### src/rtl/pmod_spi_master.sv
// SPI master for PMOD headers: framed chip-selects, start/done handshake,
// configurable width, divider, mode and bit order, with MISO capture.
module pmod_spi_master #(
  parameter int DATA_W    = 32,
  parameter int CLK_DIV   = 250,
  parameter int CPOL      = 0,
  parameter int CPHA      = 0,
  parameter int MSB_FIRST = 1,
  parameter int NUM_CS    = 1,
  parameter int CSW       = (NUM_CS > 1) ? $clog2(NUM_CS) : 1
) (
  input  logic              clk,
  input  logic              rst,
  input  logic              start,
  input  logic [DATA_W-1:0] tx_data,
  input  logic [CSW-1:0]    cs_sel,
  output logic              busy,
  output logic              done,
  output logic [DATA_W-1:0] rx_data,
  output logic [NUM_CS-1:0] csn,
  output logic              sck,
  output logic              mosi,
  input  logic              miso
);

  localparam int DIV_W = $clog2(CLK_DIV);
  localparam int CNT_W = $clog2(2 * DATA_W + 1);
  localparam logic [DIV_W-1:0] DIV_MAX = DIV_W'(CLK_DIV - 1);
  localparam logic [CNT_W-1:0] HALF_MAX = CNT_W'(2 * DATA_W);
  localparam logic [CNT_W-1:0] HALF_LAST = CNT_W'(2 * DATA_W - 1);
  localparam logic [CSW:0] NCS = (CSW + 1)'(NUM_CS);
  localparam logic [NUM_CS-1:0] ONE = NUM_CS'(1);
  localparam logic IDLE_SCK = (CPOL != 0);

  typedef enum logic [2:0] {
    IDLE,
    SETUP,
    SHIFT,
    HOLD,
    GAP
  } state_t;

  state_t            state;
  logic [DIV_W-1:0]  div;
  logic [CNT_W-1:0]  hcnt;
  logic [DATA_W-1:0] tx_sh;
  logic [DATA_W-1:0] rx_sh;
  logic              wrap;
  logic              cs_ok;
  logic              lead;
  logic              do_sample;
  logic              do_drive;

  function automatic logic first_bit(input logic [DATA_W-1:0] v);
    return (MSB_FIRST != 0) ? v[DATA_W-1] : v[0];
  endfunction

  function automatic logic [DATA_W-1:0] shl(input logic [DATA_W-1:0] v);
    return (MSB_FIRST != 0) ? {v[DATA_W-2:0], 1'b0}
                            : {1'b0, v[DATA_W-1:1]};
  endfunction

  function automatic logic [DATA_W-1:0] rx_in(
    input logic [DATA_W-1:0] v,
    input logic              b
  );
    return (MSB_FIRST != 0) ? {v[DATA_W-2:0], b}
                            : {b, v[DATA_W-1:1]};
  endfunction

  assign wrap  = (div == DIV_MAX);
  assign cs_ok = ({1'b0, cs_sel} < NCS);
  // hcnt holds toggles already made, so an even count means the next is leading
  assign lead      = ~hcnt[0];
  assign do_sample = (CPHA == 0) ? lead : ~lead;
  assign do_drive  = (CPHA == 0) ? (~lead && (hcnt != HALF_LAST))
                                 : lead;

  always_ff @(posedge clk) begin
    if (rst) begin
      state   <= IDLE;
      div     <= '0;
      hcnt    <= '0;
      tx_sh   <= '0;
      rx_sh   <= '0;
      rx_data <= '0;
      busy    <= 1'b0;
      done    <= 1'b0;
      csn     <= '1;
      sck     <= IDLE_SCK;
      mosi    <= 1'b0;
    end else begin
      done <= 1'b0;
      div  <= (state == IDLE || wrap) ? '0 : div + 1'b1;
      unique case (state)
        IDLE: begin
          hcnt <= '0;
          if (start && cs_ok) begin
            state <= SETUP;
            busy  <= 1'b1;
            csn   <= ~(ONE << cs_sel);
            rx_sh <= '0;
            if (CPHA == 0) begin
              mosi  <= first_bit(tx_data);
              tx_sh <= shl(tx_data);
            end else begin
              tx_sh <= tx_data;
            end
          end
        end
        SETUP, SHIFT: begin
          if (wrap) begin
            if (state == SHIFT && hcnt == HALF_MAX) begin
              state <= HOLD;
            end else begin
              state <= SHIFT;
              sck   <= ~sck;
              hcnt  <= hcnt + 1'b1;
              if (do_sample) rx_sh <= rx_in(rx_sh, miso);
              if (do_drive) begin
                mosi  <= first_bit(tx_sh);
                tx_sh <= shl(tx_sh);
              end
            end
          end
        end
        HOLD: begin
          if (wrap) begin
            state <= GAP;
            csn   <= '1;
          end
        end
        GAP: begin
          if (wrap) begin
            state   <= IDLE;
            busy    <= 1'b0;
            done    <= 1'b1;
            rx_data <= rx_sh;
          end
        end
        default: state <= IDLE;
      endcase
    end
  end

endmodule

### config.mk
export PLATFORM = sky130hd
export DESIGN_NAME = pmod_spi_master
export DESIGN_NICKNAME = d
export VERILOG_FILES = /design/src/rtl/pmod_spi_master.sv
export SDC_FILE = /design/constraint.sdc
export NUM_CORES = 1
export LEC_CHECK = 0
export ABC_AREA = 0
export CAP_MARGIN = 40
export CELL_PAD_IN_SITES_DETAIL_PLACEMENT = 0
export CELL_PAD_IN_SITES_GLOBAL_PLACEMENT = 1
export CORE_UTILIZATION = 37
export DETAILED_ROUTE_END_ITERATION = 8
export MAX_ROUTING_LAYER = met4
export PLACE_DENSITY = 0.76
export SYNTH_ARGS = -nofsm -noshare
export SYNTH_HDL_FRONTEND = slang
export SYNTH_SLANG_ARGS = --single-unit
### constraint.sdc
create_clock -name clk -period 1.96 [get_ports clk]
set_clock_uncertainty 0.15 [all_clocks]
set_input_delay 0.294 -clock clk [delete_from_list [all_inputs] [get_ports clk]]
set_output_delay 0.294 -clock clk [all_outputs]
set_load 0.02 [all_outputs]
==> results.md, run 1 <==
Status:
- The run finished, with violations left.
- The checks that failed: negative setup slack.

STA:
- Derived from the worst setup path, the maximum achievable clock frequency is 508 MHz.
- Setup total negative slack on the finished layout was measured at -66.9 ps.
- Setup violations remaining at the end of the flow were counted as 11.
- The smallest setup slack after layout is -9.05 ps.
- The normalized max-slew margin is 67.9%.
- The actual transition at the worst max-transition pin is a little under 500 ps.
- Setup repair after global routing could not meet its margin everywhere.
- The final-report max-slew violation count is 0.
- The number of hold-slack violations in the final timing report is 0.
- For the finished layout, the period the worst path requires is 1970 ps.
- The final critical path takes up 100% of the cycle.

Placed design:
- Buffers placed on the I/O ports in this run total 73.
- The post-place instance area is 0.00638 mm^2.
- Detailed placement ended at an HPWL of ~7500 um.
- Timing analysis after detailed placement gives a worst setup slack of -302 ps.
- Routability-driven placement finished with a final weighted congestion of about 0.77.

Yosys:
- The sequential element share of the synthesized area is 45.2%.
- A synthesized cell averages 8.68 um^2.
- In this run, synthesis inferred 0 flip-flops with an integrated enable.
- When the netlist entered floorplanning its net count stood at 643.
- Synthesis produced a netlist whose cell count is 602.
- The register bit count reported by yosys is 118.
- Among all flip-flop cells after synthesis, the most frequent one is dfxtp_1.
- After synthesis, the largest area contributor takes up 45.2% of total cell area.
- After synthesis, the most frequently instantiated cells are nand2_1, dfxtp_1, a21oi_1.
- In the post-synthesis netlist, the biggest area contributors are dfxtp_1, nand2_1, nand3b_1, a311oi_2, a21oi_1.
- The fraction of registers with async set or reset after synthesis is 0%.
- The number of warnings issued by yosys is 0.
- By instance count, the leading cell after synthesis is nand2_1.
- Yosys mapped the design onto 43 distinct sky130hd cell types.
- The largest total area in the synthesized netlist belongs to dfxtp_1.
- The cell area that synthesis handed to floorplanning was 0.00522 mm^2.

Finish:
- Summing all non-filler instances in the final layout gives an area of 0.00760 mm^2.
- The filler cells instantiated in the layout total roughly 1,200.
- The number of antenna diodes in the final layout is 0.
- At the end of the flow the core is filled with cells to a little over half.
- The share of cells above drive strength 1 is 23.5%.
- The area added between synthesis and finish is 45.6%.
- The final layout contains 748 nets.

Floorplan:
- The height of the die is 121 um.
- The number of top-level pins is 74.
- The core box area is 0.0138 mm^2.
- The horizontal extent of the die is 121 um.
- The initialized floorplan defines 43 standard-cell rows.
- The effective utilization at floorplan is a little under two fifths.
- The area of the die is between 0.01 and 0.015 mm^2.

Hold path:
- The hold-critical path depth is 2.
- The type of the worst min-delay path is input port to flop.

Worst setup path:
- In this run the critical register-to-register path is launched from hcnt[0].
- For this run, the slowest stage of the critical path takes approximately 350 ps.
- The gate family responsible for the most delay along the worst path is compound AO/OA/AOI/OAI gates.
- Walking the worst path, the cells encountered are inv_2 -> ha_4 -> nor4bb_4 -> a31oi_4 -> o21a_4 -> and2_4 -> clkbuf_16 -> a311oi_2.
- STA puts the critical path data arrival time at 2100 ps.
- The critical path ends at tx_sh[6].
- The number of cells on the worst reg-to-reg path is 8.
- The number of buffers and inverters on the critical path is 2.
- The required arrival time at the worst endpoint is 2090 ps.
- The critical path endpoint category is a flop.
- The library cell contributing the largest single delay on the critical path is dfxtp_2.
- STA classifies the critical path startpoint as a flop.
- The maximum fanout along the worst path is 7.
- The worst setup path is of the flop to flop kind.
- The worst register-to-register path ends at tx_sh[6].
- For flop-to-flop paths, the worst setup slack is -9 ps.
- The worst setup path startpoint is hcnt[0].
- The depth of the critical timing path with buffers and inverters included is 8.

Pwr:
- Summed over all cells, the static leakage comes to 2.64 nW.
- The maximum VDD drop is 0.940 mV.
- The design draws 10.5 mW.
- The total power density per cell area is between 1000 and 1500 mW/mm^2.

Global routing:
- The overall routing resource usage is 17.6%.
- The wire length of the first global-routing pass is approximately 20,000 um.
- The via count of the first global-routing pass is around 4,300.
- Summed over all layers, the global routing overflow is 0.
- Entering global routing, the biggest net connects 84 pins.
- The number of antenna violations at the first check in global routing was 0.

Route:
- In the final routed layout, each cell accounts on average for 15.0 um.
- The number of optimization iterations in the first detailed-route pass is 4.
- In the routed design, unresolved DRC markers number 0.
- Dividing the detail-routed via count by the number of cells gives 5.17.
- In this run the remaining antenna-violating nets after routing total 0.
- The final wirelength is around 13,000 um.
- The detailed-route via count is 4,646.
- For this block, the initial DRC count from the detailed router was 270.

Clocking:
- Hold repair after CTS inserted 0 buffers.
- The buffer depth of the longest clock path is 2.
- At the later pin of the worst-skew pair, clock insertion delay measures ~420 ps.
- The number of clock buffers added by TritonCTS is 17.
- The clock sink count is 118.
- TritonCTS built the clock tree.
- The clock tree synthesis step divided the H-tree into 4 levels.
- The cell at the root of the clock tree is clkbuf_16.
- Clock-pin slew was measured on the worst setup and hold paths at 50 ps.

Run:
- The number of max-capacitance violations reported is 0.
## kinds of logic (layout without fill, tap and decap cells)
family | Yosys count | in the layout | synth area share (%)
flops | 118 | 118 | 45.2
compound gates | 148 | 149 | 20.9
mux | 1 | 1 | 0.192
buf+inv | 59 | 174 | 5.56
xor+xnor | 12 | 12 | 2.01
simple gates | 260 | 260 | 25.1
fa+ha+maj | 4 | 4 | 0.958
## per-layer routing
| metal | track usage, % | part of all wire, % |
|---|---|---|
| met5 | - | 0 |
| met4 | 7.10 | 1.6 |
| met3 | 5.09 | 3.8 |
| met2 | 28.3 | 50 |
| met1 | 20.5 | 45 |
## where the power goes
part / leakage [nW] / switching [mW] / internal, mW
Combinational: 1.39 / 2.37 / 2.17
Clock: 0.295 / 1.06 / 2.07
Sequential: 0.961 / 0.181 / 2.67
Total: 2.64 / 3.62 / 6.91
## registers in the layout, summed over array words and instances, names as in the netlist
signal and cells:
rx_data 32, rx_sh 32, tx_sh 31, div 8, hcnt 7, state 3
busy 1, csn 1, done 1, mosi 1, sck 1
## how the worst min path moves through the flow
| stage | endpoint | from | slack (ps) |
|---|---|---|---|
| floorplan | rx_data[31] | rx_sh[31] | 280 |
| global route | done | rst | 120 |
| CTS | done | rst | 100 |
| finish | sck | rst | 120 |
| detailed placement | rx_data[9] | rx_data[9] | 300 |
| global placement | rx_data[17] | rx_data[17] | 290 |
## layout by cell type (no fill, tap or decap), types with 3 or more instances in the layout
master             n
a21oi_1           65
a21oi_2            6
a311oi_2          29
buf_12            10
buf_4             35
buf_6             10
bufinv_16          3
clkbuf_16         28
clkbuf_8           3
clkdlybuf4s50_1   72
clkinv_2           4
dfxtp_1          111
dfxtp_2            5
ha_4               3
inv_2              3
nand2_1          136
nand2b_1           3
nand3_1            9
nand3b_1          64
nor2_1            22
o21ai_1           32
xnor2_1            4
xor2_1             8
## repair_timing
item | 4_1_cts | 5_1_grt
pin swaps | 3 | 20
setup buffers | 2 | 6
resized for setup | 14 | 73
endpoints found under the setup margin | 66 | 75
cloned | 1 | 15
## worst register-to-register path, cell delays in order, from the launching register on
cell and delay, ps:
dfxtp_2 350, inv_2 60, ha_4 150, nor4bb_4 150, a31oi_4 250, o21a_4 220
and2_4 240, clkbuf_16 190, a311oi_2 80
## stage by stage
stage / hold slack (ps) / cells
floorplan: 282 / 602
global placement: 293 / 844
detailed placement: 298 / 844
CTS: 99.5 / 877
global route: 124 / 898
finish: 120 / 898
## layout make-up
| cell class | instances | area [um^2] | area share, % |
|---|---|---|---|
| Multi-Input combinational cell | 426 | 2780 | 36.5 |
| Sequential cell | 118 | 2380 | 31.2 |
| Timing Repair Buffer | 140 | 1610 | 21.2 |
| Clock buffer | 21 | 470 | 6.19 |
| Tap cell | 180 | 225 | 2.96 |
| Clock inverter | 9 | 126 | 1.66 |
| Inverter | 4 | 15.0 | 0.197 |
No activity file was read; power rests on OpenSTA's default activity.
==> inputs of run 2 (changes only) <==
CORE_UTILIZATION = 44   (was 37)
GPL_ROUTABILITY_DRIVEN = 1   (was default)
PLACE_DENSITY = 0.84   (was 0.76)
clock period = 2.4 ns   (was 1.96 ns; I/O delays follow)
==> run 2 against run 1 <==
Against the previous run: the flow finishes with violations (design-rule violations); sequential cell count is the same; clock power shrank 23%; first-iteration DRC count shrank 14%; global-route usage grew 1.8 points; total power shrank 30%; via count shrank 5.9%; sequential share of layout area grew 4.1 points; combinational power shrank 43%; count of clock-buffer cells in the layout is the same; setup slack gained 200 ps; largest cell class unchanged; largest power group unchanged; highest routed layer unchanged.
==> results.md, run 2 (same netlist as run 1, synthesis figures left out) <==
Global routing:
- The via count of the first global-routing pass is 4,217.
- The global-route congestion overflow total is 0.
- Entering global routing, the biggest net connects 95 pins.
- The overall routing resource usage is 19.3%.
- The first global-routing pass estimated approximately 19,000 um of wire.
- The number of antenna violations at the first check in global routing is 0.

Run:
- Max-cap violations in this run came to 0.

Placed design:
- During placement, the flow inserted port buffers numbering 73.
- Once placement finished, the instance area stood at 0.00611 mm^2.
- Once detailed placement completed, the half-perimeter wirelength came to 7220 um.
- Prior to clock tree synthesis, the placed netlist has a worst setup slack of 41.4 ps.
- The global placer's final weighted congestion is 0.786.

Clocking:
- The clock net in this run drives a total of about 120 sinks.
- Clock latency on the worst-skew pair, taken at its later pin, is 400 ps.
- The total setup buffers inserted after CTS is 0.
- The cell at the root of the clock tree is clkbuf_16.
- The H-tree was split into 4 levels.
- TritonCTS built the clock tree.
- Clock-pin slew was measured on the worst setup and hold paths at 60 ps.
- In this run the deepest clock path goes through 2 buffers.
- The total CTS buffers is 17.

Worst setup path:
- The worst setup path is captured at a flop.
- At the worst endpoint, the arrival time is 2370 ps.
- The required arrival time at the worst endpoint is 2560 ps.
- STA classifies the critical path startpoint as a flop.
- Of all nets on the critical path, the largest fanout is 32.
- The worst setup path is of the flop to flop kind.

Finish:
- The area added between synthesis and finish is 28.1%.
- The post-route cell area is approximately 0.0067 mm^2.
- Fill cells in the final layout number 1,016.
- In the layout the commonest cells are nand2_1, dfxtp_1, clkdlybuf4s50_1.
- The count of nets after finishing is around 700.
- The largest registers in the layout are rx_data (32), rx_sh (32), tx_sh (31).
- The sequential cell area is 0.00236 mm^2.
- The commonest non-fill, non-tap cell in the layout is nand2_1.
- Summing all multi-input logic gate instances after layout gives 0.00260 mm^2.
- The number of antenna diodes in the final layout is 0.
- In the final layout, the share of cells above drive strength 1 is 14.1%.

Route:
- The number of DRC violations after detailed-routing iteration 0 is 232.
- The post-route DRC violation count is 6.
- The final route contains about 4,400 vias.
- After detailed routing, the average wire length per cell comes to between 10 and 15 um.
- The final layout contains routed wiring with a total length of 11,100 um.
- In the routed layout, each cell is associated on average with a via count of roughly 5.4.
- The antenna violation net count after detailed routing is 0.
- The number of optimization iterations in the first detailed-route pass is 7.

Floorplan:
- After floorplanning, the core was divided into 39 placement rows.
- The height of the die is 111 um.
- The die covers 0.0123 mm^2.
- In this run the count of I/O pins placed on the die edge is 74.
- Measured along the x axis, the die boundary spans roughly 110 um.
- The region available for standard cell placement spans 0.0115 mm^2.
- For this configuration, the core starts out at a cell density of 45.3%.

Status:
- The run finished, with violations left.
- The final reports fail on design-rule violations.

STA:
- The setup violation total in the final timing report is 0.
- The final-report max-slew violation count came to 0.
- Timing would allow up to 452 MHz.
- The number of hold-slack violations in the final timing report was 0.
- Subtracting the final worst setup slack from the clock period gives 2210 ps.
- The normalized max-slew margin is 68.1%.
- The smallest setup slack after layout is roughly 190 ps.
- After routing, the total negative slack on setup checks comes to 0 ps.
- The share of the clock period used by the worst path is ~92%.
- The actual transition at the worst max-transition pin is 475 ps.

Pwr:
- The final total power is 7.32 mW.
- The maximum VDD drop is 0.566 mV.
- The total power density per cell area is around 1100 mW/mm^2.
- The analysis attributes to cell leakage a power of 2.23 nW.

Hold path:
- The type of the worst min-delay path is input port to flop.
## run 2: final timing paths
kind / start / end / slack, ps / depth (start not counted)
worst min register to register: rx_data[16] / rx_data[16] / 300 / 2
worst min-delay path: rst / sck / 180 / 2
worst max-delay path: state[0] / rx_sh[27] / 190 / 7
worst max register to register: state[0] / rx_sh[27] / 190 / 7
## run 2: critical path, stage by stage (launching register included)
cell and delay (ps):
dfxtp_1 440, nor3_1 460, nor4_1 110, buf_4 170
o221ai_4 370, buf_12 230, nand3b_1 90, o21ai_0 90
## run 2: timing repair
action	in CTS	in global routing
hold buffers	0	0
endpoints found under the setup margin	0	1
resized for setup	0	1
## run 2: where the power goes
part	switching [mW]	internal [mW]
clock	0.892	1.53
combinational	1.60	0.997
sequential	0.135	2.16
## run 2: stage by stage
step           hold slack (ps)  cells  util, %
4_1_cts                    182    817     58.1
2_1_floorplan              282    602        -
3_3_place_gp               292    785     53.1
6_report                   184    817     58.1
3_5_place_dp               295    785     53.1
5_1_grt                    200    817     58.1
## run 2: final cells by class
type                            instances  area share [%]
Multi-Input combinational cell        425            38.8
Sequential cell                       118            35.3
Timing Repair Buffer                   95            14.3
Clock buffer                           21            7.18
Tap cell                              143            2.67
Clock inverter                         11            1.50
Inverter                                4           0.224
## run 2: routing by layer
layer	GRT usage, %	share of wire, %	vias up
met2	30.3	48	86
met4	4.75	0.47	0
met5	-	0	-
li1	-	-	2209
met3	4.10	3.4	7
met1	25.5	48	2071
==> inputs of run 3 (changes only) <==
CORE_UTILIZATION = 46   (was 44)
CTS_BUF_LIST = sky130_fd_sc_hd__clkbuf_8   (was default)
PLACE_DENSITY = 0.88   (was 0.84)
==> run 3 against run 2 <==
Against the previous run: critical endpoint is now tx_sh[3]; final cell count fell by 0.49%; cell area fell by 1.8%; sequential power barely moved; combinational power barely moved; the run now ends clean; global-route usage rose by 1.5 points; via count fell by 0.66%; maximum frequency rose by 0.41%; largest power group unchanged; largest cell class unchanged; register-to-register slack barely moved; worst hold slack improved by 4.6 ps; routed wire length rose by 1.7%; sequential share of layout area rose by 0.63 points; count of clock-buffer cells in the layout fell by 3; highest routed layer unchanged.
==> results.md, run 3 (same netlist as run 1, synthesis figures left out) <==
Worst setup path:
- At the worst endpoint, the required time is 2580 ps.
- The worst setup path is launched from a flop.
- The launching point of the worst reg2reg path is hcnt[0].
- The endpoint identified for the worst register-to-register timing path is tx_sh[3].
- The worst setup path is of the flop to flop kind.
- Of all nets on the critical path, the largest fanout is 15.
- Data on the critical path arrives at its endpoint at 2390 ps.
- The setup check on the worst reg-to-reg path leaves a slack of roughly 200 ps.
- The worst setup path is captured at a flop.
- The worst register-to-register path has a depth of 8.

Pwr:
- The power share of the combinational group is around 37%.
- The switching part of the total power is 36.7%.
- Summed over all cells, the static leakage comes to 2.19 nW.
- The total power density per cell area is 1060 mW/mm^2.
- The maximum VDD drop is 0.598 mV.
- The internal power is 4.40 mW.
- Of the total power, the clock network draws between 20% and 30%.
- For this design the total switching power over the nets is 2.56 mW.
- Sequential cells account for between 30% and 40% of the total power.

Clocking:
- Clock latency on the worst-skew pair, taken at its later pin, is 420 ps.
- The total CTS buffers is 17.
- The clock drives 118 sinks.
- The deepest level of the CTS H-tree is 4.
- The post-CTS clock slew at the launch and capture registers of the worst setup and hold paths is 70 ps.
- The buffer depth of the longest clock path is 2.
- TritonCTS built the clock tree.
- The cell at the root of the clock tree is clkbuf_8.
- The quantity of hold-fixing buffers added after cts is 0.

Floorplan:
- The core box area is 0.0109 mm^2.
- The area of the die is 0.0118 mm^2.
- Pin placement for this block handled 74 I/O pins.
- The floorplan has 38 rows.
- The initial utilization of the core area, before any placement, comes to 47.8%.
- The horizontal extent of the die is between 100 and 150 um.
- The height of the die is 109 um.

Run:
- The number of max-capacitance violations reported is 0.

STA:
- The normalized max-slew margin is 64.3%.
- For the pin with the worst max-slew slack, the measured transition is 534 ps.
- The total negative slack for setup checks is 0 ps.
- The number of hold-slack violations in the final timing report is 0.
- The setup violation total in the final timing report is 0.
- The final-report max-slew violation count came to 0.
- Setup repair after global routing left no endpoint under its margin.
- The highest attainable clock frequency is roughly 450 MHz.
- The share of the clock period used by the worst path is around 92%.
- Hold is met by 188 ps.
- The post-route minimum period is 2200 ps.

Finish:
- In the final layout, the registers with the most flip-flops are rx_data (32), rx_sh (32), tx_sh (31).
- In the layout the commonest cells are nand2_1, dfxtp_1, clkdlybuf4s50_1.
- From synthesis to final layout, the design area changed by 25.9%.
- The share of cells above drive strength 1 is 13.8%.
- The number of antenna diodes in the final layout is 0.
- Once layout is complete, the utilization of the core stands at 60.1%.
- The count of nets after finishing is 702.
- The library cell used most frequently in the layout, excluding fill and tap cells, is nand2_1.

Placed design:
- The HPWL reported at the end of detailed placement is 7120 um.
- The global placer's final weighted congestion is about 0.79.
- Input and output buffers added on the ports amount to 73.

Route:
- The final wirelength is 11,300 um.
- The first routing iteration left 200 violations.
- The detailed-route via count is 4,344.
- The vias per cell is 5.34.
- After detailed routing, the average wire length per cell comes to approximately 14 um.
- After detailed routing, the number of remaining DRC violations is 0.
- Before antenna repair, the detailed router went through 4 iterations.
- The detail route stage leaves a number of antenna-violating nets equal to 0.

Hold path:
- The path with the worst hold slack has its endpoint at tx_sh[21].
- In this run the worst hold path is classified as input port to flop.
- The startpoint identified for the worst hold timing path is rst.
- The hold-critical path depth is 2.

Global routing:
- The fraction of met1 tracks used by global routing is 24.7%.
- The global routing met2 resource utilization is 33.8%.
- The largest net degree at the start of global routing is 97.
- For this run, global-route usage on met3 was measured as about 6.7%.
- The wire length of the first global-routing pass is 19,000 um.
- Global routing used between 20% and 30% of the available tracks across all layers.
- The number of antenna violations at the first check in global routing was 0.
- The via count of the first global-routing pass is 4,317.
- The layer with the highest usage after global routing is met2.
- For this run the aggregate overflow at the end of global routing stands at 0.

Status:
- The flow ran to the end, and the final reports show no timing, DRC or antenna violations.
==> run 3: cell types whose count changed in the layout (fill, tap and decap cells not counted), sizes merged <==
cell | previous run | this run
clkinvlp | 5 | 2
inv | 4 | 6
bufinv | 1 | 5
clkbuf | 21 | 18
clkinv | 5 | 4
==> run 3: what timing repair did <==
item,4_1_cts,5_1_grt
resized for setup,0,2
hold endpoints to repair,0,0
setup buffers,0,0
setup endpoints to repair,0,1
==> run 3: stage by stage <==
| step | instance area (um^2) | setup slack [ps] | total power, mW | instances |
|---|---|---|---|---|
| CTS | 6560 | 117 | 6.98 | 813 |
| global route | 6570 | 58.1 | 7.36 | 813 |
| finish | 6570 | 197 | 6.96 | 813 |
| global placement | 6110 | 108 | 4.83 | 782 |
| floorplan | 5220 | 324 | 4.35 | 602 |
| detailed placement | 6110 | 49.0 | 4.92 | 782 |
==> run 3: metal layers <==
layer | vias to the layer above | share of wire [%]
met2 | 96 | 47
li1 | 2205 | -
met5 | - | 0
met3 | 6 | 4.4
met1 | 2037 | 48
met4 | 0 | 0.52
==> run 3: worst max-delay path, cell delays in order, from the launching register on <==
cell and delay [ps]:
dfxtp_1 310, inv_1 130, ha_1 160, nor4bb_4 350
a31oi_4 180, o21a_1 180, and2_2 200, buf_4 220
a311oi_2 230
==> run 3: final cells by class <==
cell class / instances / area (um^2)
multi-input combinational: 425 / 2610
timing repair buffer: 95 / 956
clock inverter: 13 / 205
inverter: 4 / 15.0
tap: 140 / 175
clock buffer: 18 / 248
sequential: 118 / 2360
fill: 988 / 4360
==> run 3: power by group through the flow <==
stage,Combinational [mW],Clock (mW),Sequential (mW)
finish,2.60,2.06,2.30
detailed placement,2.58,0,2.34
global route,2.83,2.20,2.32
CTS,2.59,2.10,2.30
global placement,2.49,0,2.33
floorplan,2.05,0,2.30
==> run 3: worst max path at each step <==
stage / start / endpoint
after detailed placement: start / tx_sh[12]
after global routing: hcnt[0] / tx_sh[3]
after CTS: hcnt[0] / tx_sh[3]
after global placement: start / tx_sh[15]
after floorplan: hcnt[0] / hcnt[6]
final: hcnt[0] / tx_sh[3]
